==> src/rtl/instr_mem_loader.sv <==
// instr_mem_loader: boot-time program loader, the writer side of the instruction path.
//
// It accepts a framed byte stream over a valid/ready handshake, builds 16-bit
// little-endian instruction words and writes them one by one into instruction
// memory, starting at BASE_ADDR. The core stays in hold until a complete image
// has been stored, its checksum matches and every opcode in it is legal.
//
// Frame: LEN_LO, LEN_HI (word count N), N x {lo, hi}, CSUM (XOR of payload bytes).
//
// Optional build macro: LOADER_OPCODE_CHECK_EN
//   defined   : a word with opcode instr[15:12] > 4'b1011 aborts the load (err_code 10)
//   undefined : every word is written, whatever its opcode
//
// Ports:
//   clk, reset          clock, synchronous active-high reset
//   start               single-cycle pulse that arms a load (from IDLE, DONE or ERROR)
//   rx_data, rx_valid   incoming stream byte and its valid flag
//   rx_ready            loader can take a byte this cycle
//   imem_we             one-cycle write strobe per word
//   imem_addr           write address (BASE_ADDR + word index)
//   imem_wdata          write data {hi_byte, lo_byte}
//   core_hold           keeps the core stalled; low only once the image is verified
//   done, error         load verified / load aborted
//   err_code            01 length overflow, 10 illegal opcode, 11 checksum mismatch
//   words_loaded        words written during the current load
module instr_mem_loader #(
  parameter int ADDR_W    = 8,
  parameter int BASE_ADDR = 0
) (
  input  logic              clk,
  input  logic              reset,
  input  logic              start,
  input  logic [7:0]        rx_data,
  input  logic              rx_valid,
  output logic              rx_ready,
  output logic              imem_we,
  output logic [ADDR_W-1:0] imem_addr,
  output logic [15:0]       imem_wdata,
  output logic              core_hold,
  output logic              done,
  output logic              error,
  output logic [1:0]        err_code,
  output logic [ADDR_W:0]   words_loaded
);

  typedef enum logic [3:0] {
    S_IDLE, S_LEN_LO, S_LEN_HI, S_DATA_LO, S_DATA_HI,
    S_WRITE, S_CSUM, S_DONE, S_ERROR
  } state_t;

  // Largest word count that still fits between BASE_ADDR and the top of memory.
  localparam int               MAX_N   = (1 << ADDR_W) - BASE_ADDR;
  localparam logic [ADDR_W:0]  CNT_ONE = (ADDR_W+1)'(1);

  state_t            state_q, state_d;
  logic [7:0]        len_lo_q, len_lo_d;
  logic [ADDR_W:0]   n_q, n_d;
  logic [7:0]        lo_q, lo_d;
  logic [7:0]        csum_q, csum_d;
  logic [ADDR_W:0]   count_q, count_d;   // word index; equals words written so far
  logic [ADDR_W-1:0] addr_q, addr_d;
  logic [15:0]       wdata_q, wdata_d;
  logic [1:0]        err_q, err_d;

  logic              accept;
  logic [15:0]       n_full;
  logic              opc_illegal;

  assign n_full = {rx_data, len_lo_q};

`ifdef LOADER_OPCODE_CHECK_EN
  localparam logic [3:0] MAX_OPC = 4'b1011;
  assign opc_illegal = (rx_data[7:4] > MAX_OPC);
`else
  assign opc_illegal = 1'b0;
`endif

  always_comb begin
    // NOTE: every signal written here gets a default first so no latch is inferred.
    state_d   = state_q;
    len_lo_d  = len_lo_q;
    n_d       = n_q;
    lo_d      = lo_q;
    csum_d    = csum_q;
    count_d   = count_q;
    addr_d    = addr_q;
    wdata_d   = wdata_q;
    err_d     = err_q;
    rx_ready  = 1'b0;
    imem_we   = 1'b0;
    done      = 1'b0;
    error     = 1'b0;
    core_hold = 1'b1;
    accept    = 1'b0;

    unique case (state_q)
      S_LEN_LO, S_LEN_HI, S_DATA_LO, S_DATA_HI, S_CSUM: rx_ready = 1'b1;
      default: rx_ready = 1'b0;
    endcase
    accept = rx_valid && rx_ready;

    unique case (state_q)
      S_IDLE, S_DONE, S_ERROR: begin
        done      = (state_q == S_DONE);
        error     = (state_q == S_ERROR);
        core_hold = (state_q != S_DONE);
        if (start) begin
          state_d = S_LEN_LO;
          count_d = '0;
          csum_d  = '0;
          err_d   = 2'b00;
        end
      end
      S_LEN_LO: if (accept) begin
        len_lo_d = rx_data;
        state_d  = S_LEN_HI;
      end
      S_LEN_HI: if (accept) begin
        n_d = (ADDR_W+1)'(n_full);
        if (int'(n_full) > MAX_N) begin
          state_d = S_ERROR;
          err_d   = 2'b01;
        end else if (n_full == 16'd0) begin
          state_d = S_CSUM;
        end else begin
          state_d = S_DATA_LO;
        end
      end
      S_DATA_LO: if (accept) begin
        lo_d    = rx_data;
        csum_d  = csum_q ^ rx_data;
        state_d = S_DATA_HI;
      end
      S_DATA_HI: if (accept) begin
        csum_d = csum_q ^ rx_data;
        if (opc_illegal) begin
          state_d = S_ERROR;
          err_d   = 2'b10;
        end else begin
          // Address and data are registered here so they are valid in the WRITE cycle.
          addr_d  = ADDR_W'(BASE_ADDR) + count_q[ADDR_W-1:0];
          wdata_d = {rx_data, lo_q};
          state_d = S_WRITE;
        end
      end
      S_WRITE: begin
        imem_we = 1'b1;
        count_d = count_q + CNT_ONE;
        state_d = ((count_q + CNT_ONE) == n_q) ? S_CSUM : S_DATA_LO;
      end
      S_CSUM: if (accept) begin
        if (rx_data == csum_q) begin
          state_d = S_DONE;
        end else begin
          state_d = S_ERROR;
          err_d   = 2'b11;
        end
      end
      default: state_d = S_IDLE;
    endcase
  end

  always_ff @(posedge clk) begin
    // NOTE: sequential state uses non-blocking assignments only.
    if (reset) begin
      state_q  <= S_IDLE;
      len_lo_q <= '0;
      n_q      <= '0;
      lo_q     <= '0;
      csum_q   <= '0;
      count_q  <= '0;
      addr_q   <= ADDR_W'(BASE_ADDR);
      wdata_q  <= '0;
      err_q    <= 2'b00;
    end else begin
      state_q  <= state_d;
      len_lo_q <= len_lo_d;
      n_q      <= n_d;
      lo_q     <= lo_d;
      csum_q   <= csum_d;
      count_q  <= count_d;
      addr_q   <= addr_d;
      wdata_q  <= wdata_d;
      err_q    <= err_d;
    end
  end

  assign imem_addr    = addr_q;
  assign imem_wdata   = wdata_q;
  assign err_code     = err_q;
  assign words_loaded = count_q;

endmodule

==> config.mk <==
export PLATFORM = sky130hd
export DESIGN_NAME = instr_mem_loader
export DESIGN_NICKNAME = d
export VERILOG_FILES = /design/src/rtl/instr_mem_loader.sv
export SDC_FILE = /design/constraint.sdc
export NUM_CORES = 1
export LEC_CHECK = 0
export ABC_AREA = 1
export CAP_MARGIN = 10
export CORE_ASPECT_RATIO = 1.1
export CORE_MARGIN = 10
export CORE_UTILIZATION = 45
export CTS_CLUSTER_SIZE = 14
export DETAILED_ROUTE_END_ITERATION = 16
export PLACE_DENSITY = 0.69
export SLEW_MARGIN = 20
export SYNTH_ARGS = -nofsm -noshare
export SYNTH_HDL_FRONTEND = slang
export SYNTH_SLANG_ARGS = --single-unit
export TNS_END_PERCENT = 10
==> constraint.sdc <==
create_clock -name clk -period 5.15 [get_ports clk]
set_input_delay 0.7725 -clock clk [delete_from_list [all_inputs] [get_ports clk]]
set_output_delay 0.7725 -clock clk [all_outputs]
set_load 0.05 [all_outputs]
==> results of run 1 <==
[worst register-to-register path, cell delays in order (launching register included)]
cell     delay (ns)
dfxtp_1        0.32
inv_1          0.12
nand2_1        0.16
nor2_4         0.53
nand2_1        0.68
nand2_1        0.23
a21oi_1        0.09
[per-layer routing]
layer / part of all wire (%) / vias to the layer above
met2: 45 / 99
li1: - / 1643
met4: 2.9 / 0
met1: 44 / 1435
met3: 7.7 / 19
met5: 0 / -
[sequential cells by signal (all words and copies together), names as in the netlist]
| signal | flops |
|---|---|
| n_q | 9 |
| len_lo_q | 8 |
| err_code | 2 |
| words_loaded | 9 |
| lo_q | 8 |
| imem_wdata | 16 |
| imem_addr | 8 |
| csum_q | 8 |
| state_q | 4 |
[logic make-up (layout without fill, tap and decap cells)]
family,after synthesis,count (layout),share of synthesized area [%]
AOI/OAI and AO/OA,99,99,15.6
xor gates and xnor gates,10,10,2.66
adders and majority gates,1,1,0.380
buffers and inverters,65,114,7.49
DFF,72,72,43.8
and+or+nand+nor,227,227,30.1
[worst max-delay path by stage]
stage               startpoint        end  slack [ns]  depth (start not counted)
detailed placement  state_q[2]   rx_ready        2.23                          5
floorplan           state_q[2]  core_hold        2.68                          3
finish              state_q[0]   rx_ready        1.85                          6
CTS                 state_q[2]   rx_ready        1.84                          5
global placement    state_q[2]   rx_ready        2.32                          5
global route        state_q[0]   rx_ready        1.67                          6
[stage by stage]
step / worst slack (ns) / power, mW / utilization [%]
after global placement: 2.32 / 1.02 / 54.3
after global routing: 1.67 / 1.53 / 57.0
after floorplan: 2.68 / 0.928 / -
after CTS: 1.84 / 1.45 / 57.0
final: 1.85 / 1.44 / 57.0
after detailed placement: 2.23 / 1.03 / 54.3
[cell usage after synthesis (all sizes together)]
cell | count | share of area (%)
o21ai | 27 | 4.2
nand3b | 1 | 0.23
a211oi | 1 | 0.23
nand4 | 4 | 0.76
nor2b | 1 | 0.19
nand2 | 115 | 13
nor3 | 4 | 0.61
inv | 44 | 5.0
nand3 | 69 | 11
o211a | 2 | 0.61
dfxtp | 72 | 44
clkbuf | 19 | 2.2
ha | 1 | 0.38
nor2 | 33 | 4.5
xor2 | 7 | 1.9
buf | 2 | 0.30
o21bai | 1 | 0.23
a21oi | 68 | 10
xnor2 | 3 | 0.80
[power groups by stage]
stage	logic [mW]	registers [mW]	clock network (mW)
after floorplan	0.268	0.659	0
after global placement	0.379	0.643	0
after detailed placement	0.382	0.646	0
after CTS	0.386	0.634	0.432
after global routing	0.436	0.641	0.453
final	0.387	0.634	0.422
[layout make-up]
class | instances | area, µm²
Clock buffer | 12 | 165
Clock inverter | 4 | 27.5
Fill cell | 692 | 3040
Inverter | 44 | 165
Multi-Input combinational cell | 337 | 1600
Sequential cell | 72 | 1440
Tap cell | 85 | 106
Timing Repair Buffer | 54 | 533
==> metrics.md, run 1 <==
| Metric | Value |
|---|---|
| Number of gates resized after CTS | 0 |
| Total placed instance area | 3850 µm² |
| Total setup buffers inserted after CTS | 0 |
| Total Wirelength | 8290 µm |
| Capturing element type of the critical path | output port |
| M3 GR Usage | 5.34% |
| Worst hold slack | 0.458 ns |
| Switching power as a share of total power | 34.8% |
| Die width | 102 µm |
| Clock tree skew after final layout | 0.00632 ns |
| Yosys reg bits | 72 |
| Cts bufs inserted | 9 |
| Sequential share of the synthesized area | 43.8% |
| DR iter-0 viols | 165 |
| Met1 capacity usage during global routing | 18.5% |
| Tcrit/Tclk final | 64.2% |
| FF-to-FF setup slack | 2.89 ns |
| Commonest cells after routing, fill and taps aside | nand2_1 (115), dfxtp_1 (72), nand3_1 (68), a21oi_1 (68), clkdlybuf4s50_1 (51) |
| Hold path depth | 2 |
| Global-route met2 utilization | 25.1% |
| Headroom to the max-slew limit | 45.9% |
| Detailed Place HPWL | 5930 µm |
| Final-report max-slew violation count | 0 |
| Diode count | 0 |
| Most used cell along the critical path | nor2_4 |
| Synth unique cells | 24 |
| Final weighted congestion in routability-driven placement | 0.842 |
| Outcome | completed |
| Clock tree from TritonCTS | built |
| Syn_nets | 487 |
| Pin count of the biggest net entering global routing | 52 |
| Setup total negative slack | 0 ns |
| Largest fanout on the critical path | 27 |
| Critical Path Slowest Stage Cell | clkdlybuf4s50_1 |
| Worst stage delay on the critical path | 0.86 ns |
| Setup violation total in the final timing report | 0 |
| CP required | 4.38 ns |
| Later-pin clock latency in the skew report | 0.34 ns |
| Switching power of the nets | 0.502 mW |
| Combinational share of power | 26.8% |
| Clock share of power | 29.2% |
| Clock Tree Root | clkbuf_8 |
| Number of buffers on the longest clock path | 2 |
| Wire length of the first global-routing pass | 14300 µm |
| Via total after detailed routing | 3196 |
| Most common library cell in the layout ignoring fill and taps | nand2_1 |
| Worst Setup Path Type | reg -> out |
| Worst setup SP type | flip-flop |
| Die area | 11100 µm² |
| Vias in the first global route | 3065 |
| Most heavily used metal layer in global routing | met2 |
| Post-Syn Area | 3290 µm² |
| Non-filler cells, final | 608 |
| Hold-critical path endpoint | imem_addr[0] |
| Placeable core region | 7090 µm² |
| Endpoint of the most critical register-to-register path | imem_wdata[11] |
| Vias per cell | 5.26 |
| Minimum clock period after layout | 3.30 ns |
| Layout cells sized above 1 | 5.35% |
| Leakage power of the design | 1.50 nW |
| Final antenna-violating net count | 0 |
| Max Freq | 303 MHz |
| Power density over cell area | 357 nW/µm² |
| Clock slew at reported path FFs | 0.07 ns |
| Overall Global Routing Usage | 15.7% |
| Internal | 0.940 mW |
| Detail-routed net length per standard cell | 13.6 µm |
| IO Port Bufs | 51 |
| Number of antenna violations at the first check in global routing | 0 |
| Gr ovfl total | 0 |
| Hold buffer count at cts | 0 |
| Count of standard-cell rows | 32 |
| Kind of path behind the tightest hold check | reg -> reg |
| Number of nets at the end of the flow | 531 |
| Total instance count after detailed placement | 592 |
| Setup repair after global routing missed its margin | no |
| Total count of hold-check failures in the final report | 0 |
| VDD IR-drop max | 0.000189 V |
| Launching point of the worst reg2reg path | state_q[0] |
| Start point of the worst hold path | imem_addr[0] |
| Transition time of the tightest slew-check pin | 0.809 ns |
| Number of cells on the worst reg-to-reg path | 6 |
| H-tree depth reported by CTS | 3 |
| Critical Path AT | 2.53 ns |
| CP cell instances | inv_1 -> nand2_1 -> nor2_4 -> nor2_4 -> nand3_2 -> clkdlybuf4s50_1 |
| Pre-antenna DRT Iters | 4 |
| Number of primary I/O pins | 52 |
| Number of max-capacitance violations reported | 0 |
| Synthesized area per cell | 6.94 µm² |
| Effective utilization at floorplan | 46.5% |
| # DRC | 0 |
| Num Clock Sinks | 72 |
| Signed area change from the synthesized netlist to the final layout | 22.8% |
| Final instance area | 4040 µm² |
| WP buf/inv | 2 |
| Sequential fraction of design power | 43.9% |
| Largest delay share family, worst path | buffers and inverters |
| Cells after synthesis | 474 |
| Count of synthesis-stage warnings from yosys | 0 |
| Vertical die dimension | 110 µm |
Power figures use the tool's default switching activity.
==> run 2, diff against run 1 <==
--- a/config.mk
+++ b/config.mk
@@ -12,7 +12,7 @@
 export CORE_UTILIZATION = 45
 export CTS_CLUSTER_SIZE = 14
 export DETAILED_ROUTE_END_ITERATION = 16
-export PLACE_DENSITY = 0.69
+export PLACE_DENSITY = 0.71
 export SLEW_MARGIN = 20
 export SYNTH_ARGS = -nofsm -noshare
 export SYNTH_HDL_FRONTEND = slang
==> constraint.sdc (replaced) <==
create_clock -name clk -period 2.9 [get_ports clk]
set_input_delay 0.435 -clock clk [delete_from_list [all_inputs] [get_ports clk]]
set_output_delay 0.435 -clock clk [all_outputs]
set_load 0.05 [all_outputs]
==> metrics.md, run 2 (synthesized netlist as in run 1, its figures left out) <==
| Metric | Value |
|---|---|
| Largest delay share family, worst path | buffers and inverters (unchanged) |
| Capturing element type of the critical path | output port (unchanged) |
| Transition time of the tightest slew-check pin | 0.813 ns (was 0.809 ns) |
| Number of gates resized after CTS | 0 (unchanged) |
| Count of standard-cell rows | 32 (unchanged) |
| WP buf/inv | 1 (was 2) |
| Setup repair after global routing missed its margin | no (unchanged) |
| Effective utilization at floorplan | 46.5% (unchanged) |
| Cts bufs inserted | 9 (unchanged) |
| Critical Path Slowest Stage Cell | clkdlybuf4s50_1 (unchanged) |
| Later-pin clock latency in the skew report | 0.34 ns (about the same) |
| Number of max-capacitance violations reported | 0 (unchanged) |
| Headroom to the max-slew limit | 45.7% (was 45.9%) |
| Total Wirelength | 8480 µm (was 8290 µm) |
| Pin count of the biggest net entering global routing | 31 (was 52) |
| Number of cells on the worst reg-to-reg path | 12 (was 6) |
| Setup violation total in the final timing report | 0 (unchanged) |
| Largest fanout on the critical path | 10 (was 27) |
| Gr ovfl total | 0 (unchanged) |
| # fillers | 687 (was 692) |
| Leakage power of the design | 1.52 nW (was 1.50 nW) |
| Hold buffer count at cts | 0 (unchanged) |
| DR iter-0 viols | 166 (was 165) |
| Outcome | completed (unchanged) |
| Internal | 1.69 mW (was 0.940 mW) |
| Pre-antenna DRT Iters | 4 (unchanged) |
| Depth of the critical timing path with buffers and inverters included | 5 (was 6) |
| Clock share of power | 29.6% (was 29.2%) |
| Wire length of the first global-routing pass | 14100 µm (was 14300 µm) |
| Detailed Place HPWL | 6180 µm (was 5930 µm) |
| Clock tree from TritonCTS | built (unchanged) |
| Most common library cell in the layout ignoring fill and taps | nand2_1 (unchanged) |
| Clock Tree Root | clkbuf_8 (unchanged) |
| Detail-routed net length per standard cell | 13.9 µm (was 13.6 µm) |
| Worst Setup Path Type | reg -> out (unchanged) |
| Final antenna-violating net count | 0 (unchanged) |
| Diode count | 0 (unchanged) |
| Number of buffers on the longest clock path | 2 (unchanged) |
| VDD IR-drop max | 0.000643 V (was 0.000189 V) |
| Largest register FFs | 16 (unchanged) |
| Vertical die dimension | 110 µm (unchanged) |
| CP cell instances | nand2_1 -> nor2_4 -> nor2_4 -> nand3_2 -> clkdlybuf4s50_1 (was inv_1 -> nand2_1 -> nor2_4 -> nor2_4 -> nand3_2 -> clkdlybuf4s50_1) |
| FF-to-FF setup slack | 0.72 ns (was 2.89 ns) |
| Final-report max-slew violation count | 0 (unchanged) |
| Vias in the first global route | 3124 (was 3065) |
| Launching point of the worst reg2reg path | words_loaded[0] (was state_q[0]) |
| Kind of path behind the tightest hold check | reg -> reg (unchanged) |
| Max Freq | 372 MHz |
| Layout cells sized above 1 | 5.52% (was 5.35%) |
| Clock slew at reported path FFs | 0.07 ns (about the same) |
| Setup total negative slack | 0 ns (unchanged) |
| # DRC | 0 (unchanged) |
| Die width | 102 µm (unchanged) |
| Tcrit/Tclk final | 92.7% |
| Non-filler cells, final | 610 (was 608) |
| Endpoint of the most critical register-to-register path | state_q[0] (was imem_wdata[11]) |
| IO Port Bufs | 51 (unchanged) |
| Worst setup endpoint | rx_ready (unchanged) |
| Power density over cell area | 638 nW/µm² (was 357 nW/µm²) |
| Worst stage delay on the critical path | 0.86 ns (about the same) |
| Switching power as a share of total power | 34.8% (about the same) |
| Start point of the worst hold path | imem_addr[2] (was imem_addr[0]) |
| Critical Path AT | 2.25 ns (was 2.53 ns) |
| Minimum clock period after layout | 2.69 ns |
| Switching power of the nets | 0.901 mW (was 0.502 mW) |
| Most used cell along the critical path | nor2_4 (unchanged) |
| Worst setup SP type | flip-flop (unchanged) |
| Number of primary I/O pins | 52 (unchanged) |
| Vias per cell | 5.22 (was 5.26) |
| Signed area change from the synthesized netlist to the final layout | 23.5% (was 22.8%) |
| Combinational share of power | 27.0% (was 26.8%) |
| Overall Global Routing Usage | 15.6% (was 15.7%) |
| Num Clock Sinks | 72 (unchanged) |
| Number of nets at the end of the flow | 533 (was 531) |
| Placeable core region | 7090 µm² (unchanged) |
| Die area | 11100 µm² (unchanged) |
| CP required | 2.47 ns (was 4.38 ns) |
| Via total after detailed routing | 3186 (was 3196) |
| H-tree depth reported by CTS | 3 (unchanged) |
| Commonest cells after routing, fill and taps aside | nand2_1 (115), dfxtp_1 (72), nand3_1 (68), a21oi_1 (68), clkdlybuf4s50_1 (50) (was nand2_1 (115), dfxtp_1 (72), nand3_1 (68), a21oi_1 (68), clkdlybuf4s50_1 (51)) |
| Clock tree skew after final layout | 0.00762 ns (was 0.00632 ns) |
| Total count of hold-check failures in the final report | 0 (unchanged) |
| Total instance count after detailed placement | 594 (was 592) |
| Final weighted congestion in routability-driven placement | 0.832 (was 0.842) |
| Total setup buffers inserted after CTS | 0 (unchanged) |
| Launching element of the worst setup path | state_q[1] (was state_q[0]) |
| Number of antenna violations at the first check in global routing | 0 (unchanged) |
| Sequential fraction of design power | 43.4% (was 43.9%) |
==> run 2: worst min-delay path by stage <==
stage                              end  slack (ns)  depth (start not counted)
after global placement    imem_addr[4]        0.45                          2
final                     imem_addr[2]        0.46                          2
after floorplan                 n_q[0]        0.44                          2
after global routing            n_q[6]        0.49                          2
after detailed placement        n_q[1]        0.45                          2
after CTS                       n_q[1]        0.46                          2
==> run 2: metal layers <==
layer	share of wire [%]	GRT usage (%)
met3	8.0	5.02
met1	44	18.0
met2	45	25.6
met5	0	0
met4	3.0	7.46
==> run 2: power by group through the flow <==
| stage | combinational (mW) | clock, mW | sequential (mW) |
|---|---|---|---|
| 6_report | 0.700 | 0.767 | 1.13 |
| 5_1_grt | 0.778 | 0.824 | 1.14 |
| 4_1_cts | 0.696 | 0.785 | 1.12 |
| 3_5_place_dp | 0.691 | 0 | 1.15 |
| 3_3_place_gp | 0.680 | 0 | 1.15 |
| 2_1_floorplan | 0.477 | 0 | 1.17 |
==> run 2: per-stage QoR <==
| step | setup slack (ns) | power (mW) | hold WS, ns | cell area (µm²) | utilization [%] |
|---|---|---|---|---|---|
| 2_1_floorplan | 0.744 | 1.65 | 0.435 | 3290 | - |
| 3_3_place_gp | 0.500 | 1.83 | 0.449 | 3870 | 54.7 |
| 3_5_place_dp | 0.404 | 1.84 | 0.452 | 3870 | 54.7 |
| 4_1_cts | 0.208 | 2.61 | 0.463 | 4060 | 57.3 |
| 5_1_grt | 0.0832 | 2.74 | 0.487 | 4060 | 57.3 |
| 6_report | 0.212 | 2.59 | 0.460 | 4060 | 57.3 |
==> run 2: final cells by class <==
class,count,area [µm²],share of cell area [%]
inverters,44,165,4.06
flip-flops and latches,72,1440,35.5
multi-input cells,337,1600,39.5
repair buffers,56,558,13.7
clock buffers,11,131,3.23
well taps,85,106,2.62
clock inverters,5,57.6,1.42
==> run 2: worst register-to-register path, delay by kind of cell, from the launching register on <==
| kind | cells | cell delay, ns |
|---|---|---|
| and+or+nand+nor | 10 | 1.20 |
| AOI/OAI and AO/OA | 1 | 0.05 |
| adders and majority gates | 1 | 0.29 |
| DFF | 1 | 0.51 |
==> run 3, diff against run 2 <==
--- a/config.mk
+++ b/config.mk
@@ -7,12 +7,15 @@
 export LEC_CHECK = 0
 export ABC_AREA = 1
 export CAP_MARGIN = 10
+export CELL_PAD_IN_SITES_DETAIL_PLACEMENT = 1
+export CELL_PAD_IN_SITES_GLOBAL_PLACEMENT = 1
 export CORE_ASPECT_RATIO = 1.1
 export CORE_MARGIN = 10
-export CORE_UTILIZATION = 45
+export CORE_UTILIZATION = 34
 export CTS_CLUSTER_SIZE = 14
 export DETAILED_ROUTE_END_ITERATION = 16
-export PLACE_DENSITY = 0.71
+export PLACE_DENSITY_LB_ADDON = 0.1
+export REMOVE_ABC_BUFFERS = 1
 export SLEW_MARGIN = 20
 export SYNTH_ARGS = -nofsm -noshare
 export SYNTH_HDL_FRONTEND = slang
==> metrics.md, run 3 (synthesized netlist as in run 1, its figures left out) <==
| Metric | Value |
|---|---|
| Capturing element type of the critical path | output port (unchanged) |
| Total count of hold-check failures in the final report | 0 (unchanged) |
| Vias in the first global route | 3464 (was 3124) |
| Most heavily used metal layer in global routing | met2 (unchanged) |
| Setup repair after global routing missed its margin | no (unchanged) |
| Via total after detailed routing | 3236 (was 3186) |
| DP Worst Slack | 0.644 ns (was 0.404 ns) |
| CP required | 2.47 ns (about the same) |
| Layout cells sized above 1 | 6.82% (was 5.52%) |
| Die area | 14000 µm² (was 11100 µm²) |
| Most common library cell in the layout ignoring fill and taps | nand2_1 (unchanged) |
| Num Clock Sinks | 72 (unchanged) |
| Hold buffer count at cts | 0 (unchanged) |
| Signed area change from the synthesized netlist to the final layout | 26.3% (was 23.5%) |
| Sequential fraction of design power | 41.0% (was 43.4%) |
| Placeable core region | 9400 µm² (was 7090 µm²) |
| Cts bufs inserted | 9 (unchanged) |
| Total instance count after detailed placement | 629 (was 594) |
| Final instance area | 4160 µm² (was 4060 µm²) |
| Internal | 1.81 mW (was 1.69 mW) |
| Clock tree skew after final layout | 0.00941 ns (was 0.00762 ns) |
| Total Wirelength | 9870 µm (was 8480 µm) |
| Total placed instance area | 3930 µm² (was 3870 µm²) |
| Tcrit/Tclk final | 82.6% (was 92.7%) |
| Number of max-capacitance violations reported | 0 (unchanged) |
| Clock tree from TritonCTS | built (unchanged) |
| Wire length of the first global-routing pass | 17300 µm (was 14100 µm) |
| Max Freq | 417 MHz (was 372 MHz) |
| Setup total negative slack | 0 ns (unchanged) |
| FF-to-FF setup slack | 0.78 ns (was 0.72 ns) |
| Outcome | completed (unchanged) |
| Switching power of the nets | 0.936 mW (was 0.901 mW) |
| Critical Path AT | 1.96 ns (was 2.25 ns) |
| Worst hold slack | 0.464 ns (was 0.460 ns) |
| Detailed Place HPWL | 7180 µm (was 6180 µm) |
| Power density over cell area | 660 nW/µm² (was 638 nW/µm²) |
| WP buf/inv | 1 (unchanged) |
| VDD IR-drop max | 0.000246 V (was 0.000643 V) |
| Switching power as a share of total power | 34.1% (was 34.8%) |
| Launching point of the worst reg2reg path | words_loaded[0] (unchanged) |
| Setup violation total in the final timing report | 0 (unchanged) |
| Share of the core filled with cells in the final layout | 44.3% (was 57.3%) |
| Later-pin clock latency in the skew report | 0.35 ns (was 0.34 ns) |
| Final Worst Setup Slack | 0.505 ns (was 0.212 ns) |
| Clock Tree Root | clkbuf_8 (unchanged) |
| Diode count | 0 (unchanged) |
| Largest register FFs | 16 (unchanged) |
| Worst Setup Path Type | reg -> out (unchanged) |
| Vertical die dimension | 123 µm (was 110 µm) |
| Non-filler cells, final | 645 (was 610) |
| Number of buffers on the longest clock path | 2 (unchanged) |
| Number of cells on the worst reg-to-reg path | 12 (unchanged) |
| Number of antenna violations at the first check in global routing | 0 (unchanged) |
| Final weighted congestion in routability-driven placement | 0.794 (was 0.832) |
| IO Port Bufs | 51 (unchanged) |
| Number of nets at the end of the flow | 536 (was 533) |
| Pin count of the biggest net entering global routing | 51 (was 31) |
| Vias per cell | 5.02 (was 5.22) |
| Effective utilization at floorplan | 35.0% (was 46.5%) |
| DR iter-0 viols | 103 (was 166) |
| Worst setup SP type | flip-flop (unchanged) |
| # DRC | 0 (unchanged) |
| Clock slew at reported path FFs | 0.09 ns (was 0.07 ns) |
| Kind of path behind the tightest hold check | reg -> reg (unchanged) |
| Launching element of the worst setup path | state_q[2] (was state_q[1]) |
| Clock share of power | 33.3% (was 29.6%) |
| Overall Global Routing Usage | 15.0% (was 15.6%) |
| Headroom to the max-slew limit | 58.2% (was 45.7%) |
| Endpoint of the most critical register-to-register path | state_q[0] (unchanged) |
| Depth of the critical timing path with buffers and inverters included | 3 (was 5) |
| Global-route met2 utilization | 27.0% (was 25.6%) |
| Commonest cells after routing, fill and taps aside | nand2_1 (115), dfxtp_1 (72), nand3_1 (68), a21oi_1 (68), clkdlybuf4s50_1 (48) (was nand2_1 (115), dfxtp_1 (72), nand3_1 (68), a21oi_1 (68), clkdlybuf4s50_1 (50)) |
| Leakage power of the design | 1.54 nW (was 1.52 nW) |
| H-tree depth reported by CTS | 3 (unchanged) |
| Combinational share of power | 25.7% (was 27.0%) |
| Detail-routed net length per standard cell | 15.3 µm (was 13.9 µm) |
| Worst setup endpoint | done (was rx_ready) |
| Overall power consumption | 2.74 mW (was 2.59 mW) |
| Gr ovfl total | 0 (unchanged) |
| Worst stage delay on the critical path | 0.84 ns (was 0.86 ns) |
| Final-report max-slew violation count | 0 (unchanged) |
| Largest delay share family, worst path | buffers and inverters (unchanged) |
| Total setup buffers inserted after CTS | 0 (unchanged) |
| Largest fanout on the critical path | 6 (was 10) |
| Number of gates resized after CTS | 0 (unchanged) |
| M3 GR Usage | 4.12% (was 5.02%) |
| Number of primary I/O pins | 52 (unchanged) |
| Met1 capacity usage during global routing | 17.0% (was 18.0%) |
| Count of standard-cell rows | 37 (was 32) |
| Minimum clock period after layout | 2.40 ns (was 2.69 ns) |
| CP cell instances | nand2_1 -> nor2_1 -> clkdlybuf4s50_1 (was nand2_1 -> nor2_4 -> nor2_4 -> nand3_2 -> clkdlybuf4s50_1) |
| Critical Path Slowest Stage Cell | clkdlybuf4s50_1 (unchanged) |
| Die width | 114 µm (was 102 µm) |
| Pre-antenna DRT Iters | 4 (unchanged) |
| Final antenna-violating net count | 0 (unchanged) |
| Transition time of the tightest slew-check pin | 0.626 ns (was 0.813 ns) |
run 3: cell types whose count changed in the layout (fill, tap and decap cells not counted), moves of 2 or more:
| cell | previous run | this run |
|---|---|---|
| clkbuf_1 | 2 | 0 |
| clkinvlp_4 | 0 | 3 |
| clkinv_4 | 2 | 0 |
| clkdlybuf4s50_1 | 50 | 48 |
| clkinv_2 | 2 | 0 |
| buf_4 | 5 | 9 |
run 3: cell type report:
class	count	area, µm²
timing repair buffer	59	573
clock buffer	10	138
sequential	72	1440
fill	1205	5240
multi-input combinational	337	1600
inverter	44	165
tap	117	146
clock inverter	6	91.3
run 3: per-layer routing:
layer | vias up | part of all wire, %
met1 | 1528 | 43
met3 | 8 | 4.3
li1 | 1654 | -
met2 | 46 | 51
met5 | - | 0
met4 | 0 | 0.86
run 3: how the worst min path moves through the flow:
stage,startpoint,end,slack [ns],cells after the start
after global placement,imem_addr[5],imem_addr[5],0.45,2
after CTS,imem_addr[6],imem_addr[6],0.47,2
after global routing,lo_q[6],lo_q[6],0.49,2
after floorplan,lo_q[0],lo_q[0],0.44,2
final,imem_addr[4],imem_addr[4],0.46,2
after detailed placement,imem_addr[6],imem_addr[6],0.45,2
run 3: power by group through the flow:
stage	combinational (mW)	clock [mW]	sequential, mW
final	0.706	0.913	1.12
after global routing	0.800	0.989	1.14
after CTS	0.719	0.939	1.12
after detailed placement	0.714	0	1.15
after global placement	0.706	0	1.14
after floorplan	0.454	0	1.17
run 3: worst reg2reg max path: stages (launching register included):
cell,delay (ns)
dfxtp_1,0.46
ha_1,0.27
nand2_1,0.15
nor2_1,0.33
nand3_1,0.16
nand3_1,0.12
nand2_1,0.06
nor2_1,0.14
nand3_1,0.09
nand2_1,0.07
nand2_1,0.05
nand2_1,0.06
a21oi_1,0.05
